**config.mk**
```make
export PLATFORM = sky130hd
export DESIGN_NAME = uart_tx_fifo
export DESIGN_NICKNAME = d
export VERILOG_FILES = /design/src/rtl/uart_tx_fifo.sv
export SDC_FILE = /design/constraint.sdc
export NUM_CORES = 1
export LEC_CHECK = 0
export CORE_MARGIN = 10
export CORE_UTILIZATION = 45
export CTS_CLUSTER_SIZE = 30
export DETAILED_ROUTE_END_ITERATION = 8
export GPL_TIMING_DRIVEN = 0
export PLACE_DENSITY = 0.72
export SYNTH_ARGS = -nofsm -noshare
export SYNTH_HDL_FRONTEND = slang
export SYNTH_HIERARCHICAL = 1
export SYNTH_SLANG_ARGS = --single-unit
```
**constraint.sdc**
```tcl
create_clock -name clk -period 9.4 [get_ports clk]
set_input_delay 0.94 -clock clk [delete_from_list [all_inputs] [get_ports clk]]
set_output_delay 0.94 -clock clk [all_outputs]
set_load 0.05 [all_outputs]
```
**src/rtl/uart_tx_fifo.sv**
```systemverilog
// uart_tx_fifo: buffered UART transmitter with DATA_W data bits, optional even/odd parity and 1 or 2 stop bits.
// Latency: a word written into an empty, enabled, idle block drives its start bit one cycle after the write edge.
// Backpressure: none toward the host; a write into a full FIFO with no pop that cycle is dropped and Tx_OVF sticks.

// uart_tx_fifo_buf: generic word FIFO with registered full/empty flags.
// Latency: a pushed word is visible at pop_dat on the cycle after the push edge.
// Backpressure: push_rdy low when full unless a pop happens in the same cycle.
module uart_tx_fifo_buf #(
  parameter int W     = 8,
  parameter int DEPTH = 4
) (
  input  logic         clk,
  input  logic         rst_n,
  input  logic         push_vld,
  input  logic [W-1:0] push_dat,
  output logic         push_rdy,
  input  logic         pop_rdy,
  output logic [W-1:0] pop_dat,
  output logic         full,
  output logic         empty
);

  localparam int AW = (DEPTH > 1) ? $clog2(DEPTH) : 1;

  logic [W-1:0]  mem [DEPTH];
  logic [AW-1:0] wr_ptr;
  logic [AW-1:0] rd_ptr;
  logic [AW:0]   cnt;
  logic [AW:0]   cnt_nxt;
  logic          do_push;
  logic          do_pop;

  // A pop frees a slot in the same cycle, so a full FIFO can still take a word then.
  assign do_pop   = pop_rdy && !empty;
  assign push_rdy = !full || do_pop;
  assign do_push  = push_vld && push_rdy;
  assign pop_dat  = mem[rd_ptr];

  // Occupancy after this edge; the flags are registered from it.
  always_comb begin
    cnt_nxt = cnt;
    case ({do_push, do_pop})
      2'b10:   cnt_nxt = cnt + (AW+1)'(1);
      2'b01:   cnt_nxt = cnt - (AW+1)'(1);
      default: cnt_nxt = cnt;
    endcase
  end

  // Storage array; contents need no reset because occupancy governs validity.
  always_ff @(posedge clk) begin
    if (do_push) begin
      mem[wr_ptr] <= push_dat;
    end
  end

  // Pointers, occupancy and status flags.
  always_ff @(posedge clk or negedge rst_n) begin
    if (!rst_n) begin
      wr_ptr <= '0;
      rd_ptr <= '0;
      cnt    <= '0;
      full   <= 1'b0;
      empty  <= 1'b1;
    end else begin
      if (do_push) wr_ptr <= wr_ptr + AW'(1);
      if (do_pop)  rd_ptr <= rd_ptr + AW'(1);
      cnt   <= cnt_nxt;
      full  <= (cnt_nxt == (AW+1)'(DEPTH));
      empty <= (cnt_nxt == '0);
    end
  end

endmodule

module uart_tx_fifo #(
  parameter int DATA_W     = 8,
  parameter int FIFO_DEPTH = 4,
  parameter int CLK_FREQ   = 100000000
) (
  input  logic              clk,
  input  logic              reset,
  input  logic [DATA_W-1:0] Tx_DATA,
  input  logic              Tx_WR,
  input  logic              Tx_EN,
  input  logic [2:0]        baud_select,
  input  logic [1:0]        parity_mode,
  input  logic              two_stop,
  output logic              TxD,
  output logic              Tx_BUSY,
  output logic              Tx_FULL,
  output logic              Tx_EMPTY,
  output logic              Tx_OVF
);

  // Cycles per 1/16-bit sample tick, rounded to nearest.
  function automatic int calc_div(input int rate);
    return (CLK_FREQ + 8 * rate) / (16 * rate);
  endfunction

  localparam int DIV_300    = calc_div(300);
  localparam int DIV_1200   = calc_div(1200);
  localparam int DIV_4800   = calc_div(4800);
  localparam int DIV_9600   = calc_div(9600);
  localparam int DIV_19200  = calc_div(19200);
  localparam int DIV_38400  = calc_div(38400);
  localparam int DIV_57600  = calc_div(57600);
  localparam int DIV_115200 = calc_div(115200);
  localparam int DIV_W      = $clog2(DIV_300 + 1);
  localparam int BIT_W      = $clog2(DATA_W);

  typedef enum logic [2:0] {IDLE, START, DATA, PARITY, STOP} state_t;

  state_t            state_q;
  state_t            state_d;
  logic [DATA_W-1:0] fifo_dat;
  logic              fifo_push_rdy;
  logic              start_frame;
  logic              bit_done;
  logic [DIV_W-1:0]  div_sel;
  logic [DIV_W-1:0]  div_q;
  logic [DIV_W-1:0]  div_cnt;
  logic [3:0]        tick_cnt;
  logic [BIT_W-1:0]  bit_cnt;
  logic              stop_cnt;
  logic [DATA_W-1:0] shreg;
  logic              par_q;
  logic              par_en_q;
  logic              two_stop_q;

  // The FIFO is popped only on the edge that launches a frame.
  uart_tx_fifo_buf #(
    .W     (DATA_W),
    .DEPTH (FIFO_DEPTH)
  ) u_fifo (
    .clk      (clk),
    .rst_n    (reset),
    .push_vld (Tx_WR),
    .push_dat (Tx_DATA),
    .push_rdy (fifo_push_rdy),
    .pop_rdy  (start_frame),
    .pop_dat  (fifo_dat),
    .full     (Tx_FULL),
    .empty    (Tx_EMPTY)
  );

  assign start_frame = (state_q == IDLE) && Tx_EN && !Tx_EMPTY;
  assign bit_done    = (div_cnt == div_q - DIV_W'(1)) && (tick_cnt == 4'd15);
  assign Tx_BUSY     = !Tx_EMPTY || (state_q != IDLE);

  // Baud divider lookup; sampled only at frame start.
  always_comb begin
    div_sel = DIV_W'(DIV_115200);
    case (baud_select)
      3'd0:    div_sel = DIV_W'(DIV_300);
      3'd1:    div_sel = DIV_W'(DIV_1200);
      3'd2:    div_sel = DIV_W'(DIV_4800);
      3'd3:    div_sel = DIV_W'(DIV_9600);
      3'd4:    div_sel = DIV_W'(DIV_19200);
      3'd5:    div_sel = DIV_W'(DIV_38400);
      3'd6:    div_sel = DIV_W'(DIV_57600);
      default: div_sel = DIV_W'(DIV_115200);
    endcase
  end

  // Frame sequencer state register.
  always_ff @(posedge clk or negedge reset) begin
    if (!reset) begin
      state_q <= IDLE;
    end else begin
      state_q <= state_d;
    end
  end

  // Next state and line level; dropping Tx_EN abandons the frame in progress.
  always_comb begin
    state_d = state_q;
    TxD     = 1'b1;
    case (state_q)
      IDLE: begin
        if (start_frame) state_d = START;
      end
      START: begin
        TxD = 1'b0;
        if (!Tx_EN)        state_d = IDLE;
        else if (bit_done) state_d = DATA;
      end
      DATA: begin
        TxD = shreg[0];
        if (!Tx_EN) begin
          state_d = IDLE;
        end else if (bit_done && (bit_cnt == BIT_W'(DATA_W - 1))) begin
          state_d = par_en_q ? PARITY : STOP;
        end
      end
      PARITY: begin
        TxD = par_q;
        if (!Tx_EN)        state_d = IDLE;
        else if (bit_done) state_d = STOP;
      end
      STOP: begin
        if (!Tx_EN)                                     state_d = IDLE;
        else if (bit_done && (stop_cnt == two_stop_q)) state_d = IDLE;
      end
      default: state_d = IDLE;
    endcase
  end

  // Per-frame datapath: config latch at launch, divider, bit and stop counters, shifter.
  always_ff @(posedge clk or negedge reset) begin
    if (!reset) begin
      shreg      <= '0;
      par_q      <= 1'b0;
      par_en_q   <= 1'b0;
      two_stop_q <= 1'b0;
      div_q      <= '0;
      div_cnt    <= '0;
      tick_cnt   <= '0;
      bit_cnt    <= '0;
      stop_cnt   <= 1'b0;
    end else if (start_frame) begin
      shreg      <= fifo_dat;
      par_q      <= (^fifo_dat) ^ (parity_mode == 2'b10);
      par_en_q   <= parity_mode[0] ^ parity_mode[1];
      two_stop_q <= two_stop;
      div_q      <= div_sel;
      div_cnt    <= '0;
      tick_cnt   <= '0;
      bit_cnt    <= '0;
      stop_cnt   <= 1'b0;
    end else if (state_q != IDLE) begin
      if (div_cnt == div_q - DIV_W'(1)) begin
        div_cnt  <= '0;
        tick_cnt <= tick_cnt + 4'd1;
      end else begin
        div_cnt  <= div_cnt + DIV_W'(1);
      end
      if (bit_done && (state_q == DATA)) begin
        shreg   <= {1'b0, shreg[DATA_W-1:1]};
        bit_cnt <= bit_cnt + BIT_W'(1);
      end
      if (bit_done && (state_q == STOP)) begin
        stop_cnt <= 1'b1;
      end
    end
  end

  // Sticky overflow: a write the FIFO could not accept.
  always_ff @(posedge clk or negedge reset) begin
    if (!reset) begin
      Tx_OVF <= 1'b0;
    end else if (Tx_WR && !fifo_push_rdy) begin
      Tx_OVF <= 1'b1;
    end
  end

endmodule
```
### Word level (Yosys, flattened, before mapping)

Memories as Yosys holds them, arrays and structs flattened.
Index checks and enable logic that the tools add are counted.
W data, S select, Z words.

* mux-type cells: 31
* reduce and logical (&&, ||, !) cells: 28
* bitwise operators: 2
* equal/unequal tests: 23
* $add $sub $neg: 8

Operator list (count)
* $pmux W15 S7: 1
* $mux W15: 3
* $mux W3: 13
* $mux W8: 3
* $eq A3 B3 Y1 const B: 6
* $add A15 B1 Y15 const B: 1
* $eq A15 B15 Y1: 1
* $pmux W3 S5: 1
* $sub A15 B1 Y15 const B: 1
* $eq A3 B2 Y1 const B: 4
* $mux W4: 3
* $ne A3 B3 Y1 const B: 4
* $logic_and A1 B1 Y1: 10
* $logic_not A3 Y1: 3
* $reduce_bool A2 Y1: 4
* $reduce_xor A8 Y1: 1
* $add A3 B1 Y3 const B: 2
* $eq A3 B1 Y1 const B: 2
* $pmux W3 S2: 1
* $reduce_and A2 Y1: 3
* $mux W1: 5
* $reduce_and A5 Y1: 1
* $add A2 B1 Y2 const B: 2
* $add A4 B1 Y4 const B: 1
* 11 further kinds: 16

* memories: 1
* output and inout bits: 5
* register bits: 62
* logic and storage cells: 109
* RAM bits: 32

Memories
* u_fifo.mem: words 4, width 8, read ports 1, clocked after Yosys merged registers in 0, wr ports 1, line 25 `logic [W-1:0] mem [DEPTH];`

### Longest topological paths before layout

* depth in word-level cells: 9
* depth in mapped cells: 14

### Modules after synthesis

Netlist, hierarchy kept.

Modules (own cells, without submodules)
* uart_tx_fifo: instances 1, seq. area each 1276.2 um^2, area an instance 3115.5 um^2, cells each 352
* uart_tx_fifo_buf: instances 1, seq. area each 1187.4 um^2, area an instance 1685.4 um^2, cells each 89

### Worst setup path before layout

Ideal clock, no wire load.

* kind: input to register
* from: in Tx_EN
* to: reg u_fifo.full
* setup slack: 5.895 ns
* arrival: 3.381 ns
* stages: 13
* required time: 9.276 ns
* path through: nor2b_1 > nand3b_1 > clkinv_1 > clkbuf_1 > nand2b_4 > a21boi_4 > inv_1 > ha_1 > inv_1 > fa_1 > and3b_1 > a32oi_1 > o21ai_1

* longest elaborated chain between the ends: 8
* elaborated cells on any way between the ends: 9

RTL lines
* start: declaration: line 84 `input logic Tx_EN,`
* $logic_and A1 B1 Y1 (*) (2 in series): line 146 `assign start_frame = (state_q == IDLE) && Tx_EN && !Tx_EMPTY;`
* named net start_frame: line 117 `logic start_frame;`
* $logic_and A1 B1 Y1 (*): line 34 `assign do_pop = pop_rdy && !empty;`
* $logic_or A1 B1 Y1: line 35 `assign push_rdy = !full || do_pop;`
* $logic_and A1 B1 Y1: line 36 `assign do_push = push_vld && push_rdy;`
* $eq A2 B1 Y1 or $eq A2 B2 Y1 (tied branches): line 42 `case ({do_push, do_pop})`
* $pmux W3 S2 (*): line 42
* $eq A3 B3 Y1 (*): line 68 `full <= (cnt_nxt == (AW+1)'(DEPTH));`
* end signal: assignment: line 68
* end: declaration: line 19 `output logic full,`

Mark *: on every way through the listed nets, which the timed path passes. The rest lies on a longest branch.
A chain may end at the register's enable or synchronous reset.

### Worst setup path in the final report

Same ends and word-level chain as after synthesis.

==> results.txt <==
Vias in the first global route - 3414
Skew-Pair Late Insertion Delay - 0.38 ns
Mux cell area share after synthesis - 4.82%
Primary FF master, synth - dfrtp_1
First-pass GRT wire length - 16.6 mm
Nets - 505
Max IR drop VDD - 0.155 mV
Clk sink count - 92
Yosys warning total - 6
Crit path cell chain - clkdlybuf4s50_1 > nor2b_1 > nand3b_1 > clkinv_1 > clkbuf_1 > nand2b_4 > a21boi_4 > inv_1 > ha_1 > inv_1 > fa_1 > and3b_1 > a32oi_1 > o21ai_1
Initial drt markers - 222
Placement Setup Slack - 4.75 ns
Synthesized instance count - 441
DRC viols - 5
Core area - 10400 sq um
Longest Clk Path Bufs - 2
Synthesis-stage register bit count - 92
Number of flops mapped to enable cells by yosys - 32
Critical path arrival - 4.54 ns
Power Dens Cells - 263 nW/um^2
Max FO, Critical Path - 10
Worst-margin pin slew - 0.907 ns
Placed cell count - 600
Clock transition at path regs - 0.10 ns
Final wirelength - 9.81 mm
Max cap viols - 0
Footprint of the multi-input gates - 2170 sq um
Worst Setup End Kind - register
Final non-filler cell total - 616
Reg area - 2460 sq um
Number of routed nets with antenna violations - 0
Ratio of cells with drive above 1 in the final layout - 9.79%
Leakage - 2.17 nW
Vias per inst - 5.48
Hold slack - 0.466 ns
Final setup violation count - 0
Worst hold path class - reg2reg
Fill count - 906
Clk root buf - clkbuf_8
Final Hold Fails - 0
Die H - 123 microns
Cell mode on critical path - inv_1
Buffers on Ports - 22
Final Util - 52.2%
Adder-cell share of the synthesized area - 3.28%
Worst setup margin - 5.13 ns
I/O pins - 23
Critical path class - in2reg
Postcts setup bufs - 0
Setup TNS - 0 ns
Crit path largest cell delay - 0.54 ns
Xor/xnor share of the synthesized area - 9.25%
Syn nets - 471
Tcrit/Tclk final - 45.4%
Vias after detailed routing - 3373
Die area - 15200 sq um
GPL Wtd Cong - 0.825
Clock skew - 0.0146 ns
RSZ-0062 raised after global routing - no
Worst Setup Start Kind - input port
Cell Rows - 37
Post-Syn Area per Cell - 10.9 sq um
Starting Density - 46.3%
Status - finished with violations
Global route overflow - 0
Htree depth - 3
Chip width - 123 microns
Max Slew Vio Count - 0
N_diodes - 0
Distinct cells, synth - 57
Fin crit period - 4.27 ns
CTS buffer count - 9
DPL Wire Length - 7.20 mm
Simple-Gate Fraction of Synth Area - 18.2%
Initial antenna violation count - 0
Hold Buf Count CTS - 0
Rel. slew slack - 39.1%
CTS tree - built
Main combinational cell family by area after synthesis - simple AND/OR/NAND/NOR gates
CTS resizes - 0
GRT Total Usage - 13.6%
Synth Area in Compound Gates - 9.59%
WP data required - 9.67 ns
Sequential area share after synthesis - 51.3%
Synth Cell Area - 4800 sq um
Failing checks - design-rule violations
Slowest CP cell - clkdlybuf4s50_1
Drt first pass iters - 7
Pin count of the biggest net entering global routing - 34
WL/cell - 15.9 microns
Ys async rst share - 65.2%
Fmax - 0.234 GHz
Layout area overhead - 12.7%
==> final timing paths <==
kind	startpoint	end	slack, ns	cells after the start
max	Tx_EN	u_fifo/full	5.13	14
min	u_fifo/cnt[2]	u_fifo/empty	0.47	1
max reg2reg	state_q[2]	u_fifo/full	5.67	14
min reg2reg	u_fifo/cnt[2]	u_fifo/empty	0.47	1
max in group asynchronous	reset	div_q[3]	8.20	2
min in group asynchronous	reset	div_cnt[7]	0.57	1
==> sequential cells by signal (all words and copies together) (netlist names) <==
signal,flops
u_fifo/full,1
div_q,13
div_cnt,15
u_fifo/wr_ptr,2
u_fifo/cnt,3
two_stop_q,1
par_en_q,1
stop_cnt,1
bit_cnt,3
par_q,1
shreg,8
state_q,3
Tx_OVF,1
tick_cnt,4
u_fifo/empty,1
u_fifo/mem,32
u_fifo/rd_ptr,2
==> per-layer routing <==
metal  up-vias  share of wire [%]  GRT usage (%)  routed length [microns]
li1       1633                  -              -                        -
met1      1669                 45           17.2                     4390
met2        62                 51           22.9                     5010
met3         9                3.4           3.56                      332
met4         0               0.83           3.20                       81
met5         -                  0              0                        0
==> kinds of logic (layout without fill, tap and decap cells) <==
logic type      count (synthesis)  count (layout)
xor+xnor                       49              49
fa+ha+maj                      12              12
mux                            13              13
compound gates                 66              66
buf+inv                        38              77
simple gates                  171             171
flops                          92              92
==> layout make-up <==
class	count	area share, %
Inverter	16	1.11
Buffer	22	2.03
Clock inverter	7	1.50
Sequential cell	92	45.5
Multi-Input combinational cell	311	40.0
Tap cell	136	3.14
Clock buffer	9	2.29
Timing Repair Buffer	23	4.35
==> worst max-delay path: cells and delay by family <==
family	cells	cell delay [ns]
buffers and inverters	5	1.44
and+or+nand+nor	4	0.90
adders and majority gates	2	0.68
AOI/OAI and AO/OA	3	0.57
==> Yosys cell counts (all sizes together) (2+ instances only) <==
master / count / area [sq um]
and3: 4 / 25.0
mux2i: 4 / 40.0
a21o: 4 / 30.0
buf: 6 / 48.8
or3: 6 / 42.5
clkbuf: 16 / 61.3
mux4: 8 / 180
xnor2: 30 / 263
o31ai: 6 / 45.0
nand3b: 2 / 15.0
inv: 15 / 56.3
nor3: 8 / 40.0
nor2: 30 / 113
nand2b: 6 / 45.0
nand3: 24 / 120
o211ai: 11 / 82.6
a211oi: 4 / 30.0
and2: 5 / 31.3
or2: 4 / 25.0
nand2: 52 / 195
a31oi: 4 / 25.0
or4: 7 / 53.8
xor2: 18 / 158
nand4: 3 / 18.8
dfrtp: 59 / 1480
a21oi: 11 / 55.1
nor4: 6 / 43.8
edfxtp: 32 / 961
ha: 11 / 138
o21ai: 17 / 85.1
nor2b: 9 / 56.3
==> layout by cell type (no fill, tap or decap), drive strengths merged, types with 7 or more instances in the layout <==
master and n:
inv 20, xor2 18, buf 8, o21ai 17, dfrtp 59, or4 7
o211ai 11, edfxtp 32, nor2b 9, clkdlybuf4s50 21, mux4 8, clkbuf 25
nand2 52, nor2 30, xnor2 30, nor3 8, a21oi 11, ha 11
nand3 24
==> through the flow <==
stage,total power [mW],instance area (sq um)
after global placement,1.13,5190
after detailed placement,1.16,5210
after floorplan,1.03,4800
after global routing,1.52,5410
final,1.42,5410
after CTS,1.44,5410
==> where the power goes <==
group	internal [mW]	leakage, nW	switching, mW	total [mW]
sequential	0.517	1.07	0.0715	0.589
clock	0.107	0.104	0.166	0.273
combinational	0.260	1.00	0.300	0.560
total	0.885	2.17	0.537	1.42
No activity file was read; power rests on OpenSTA's default activity.
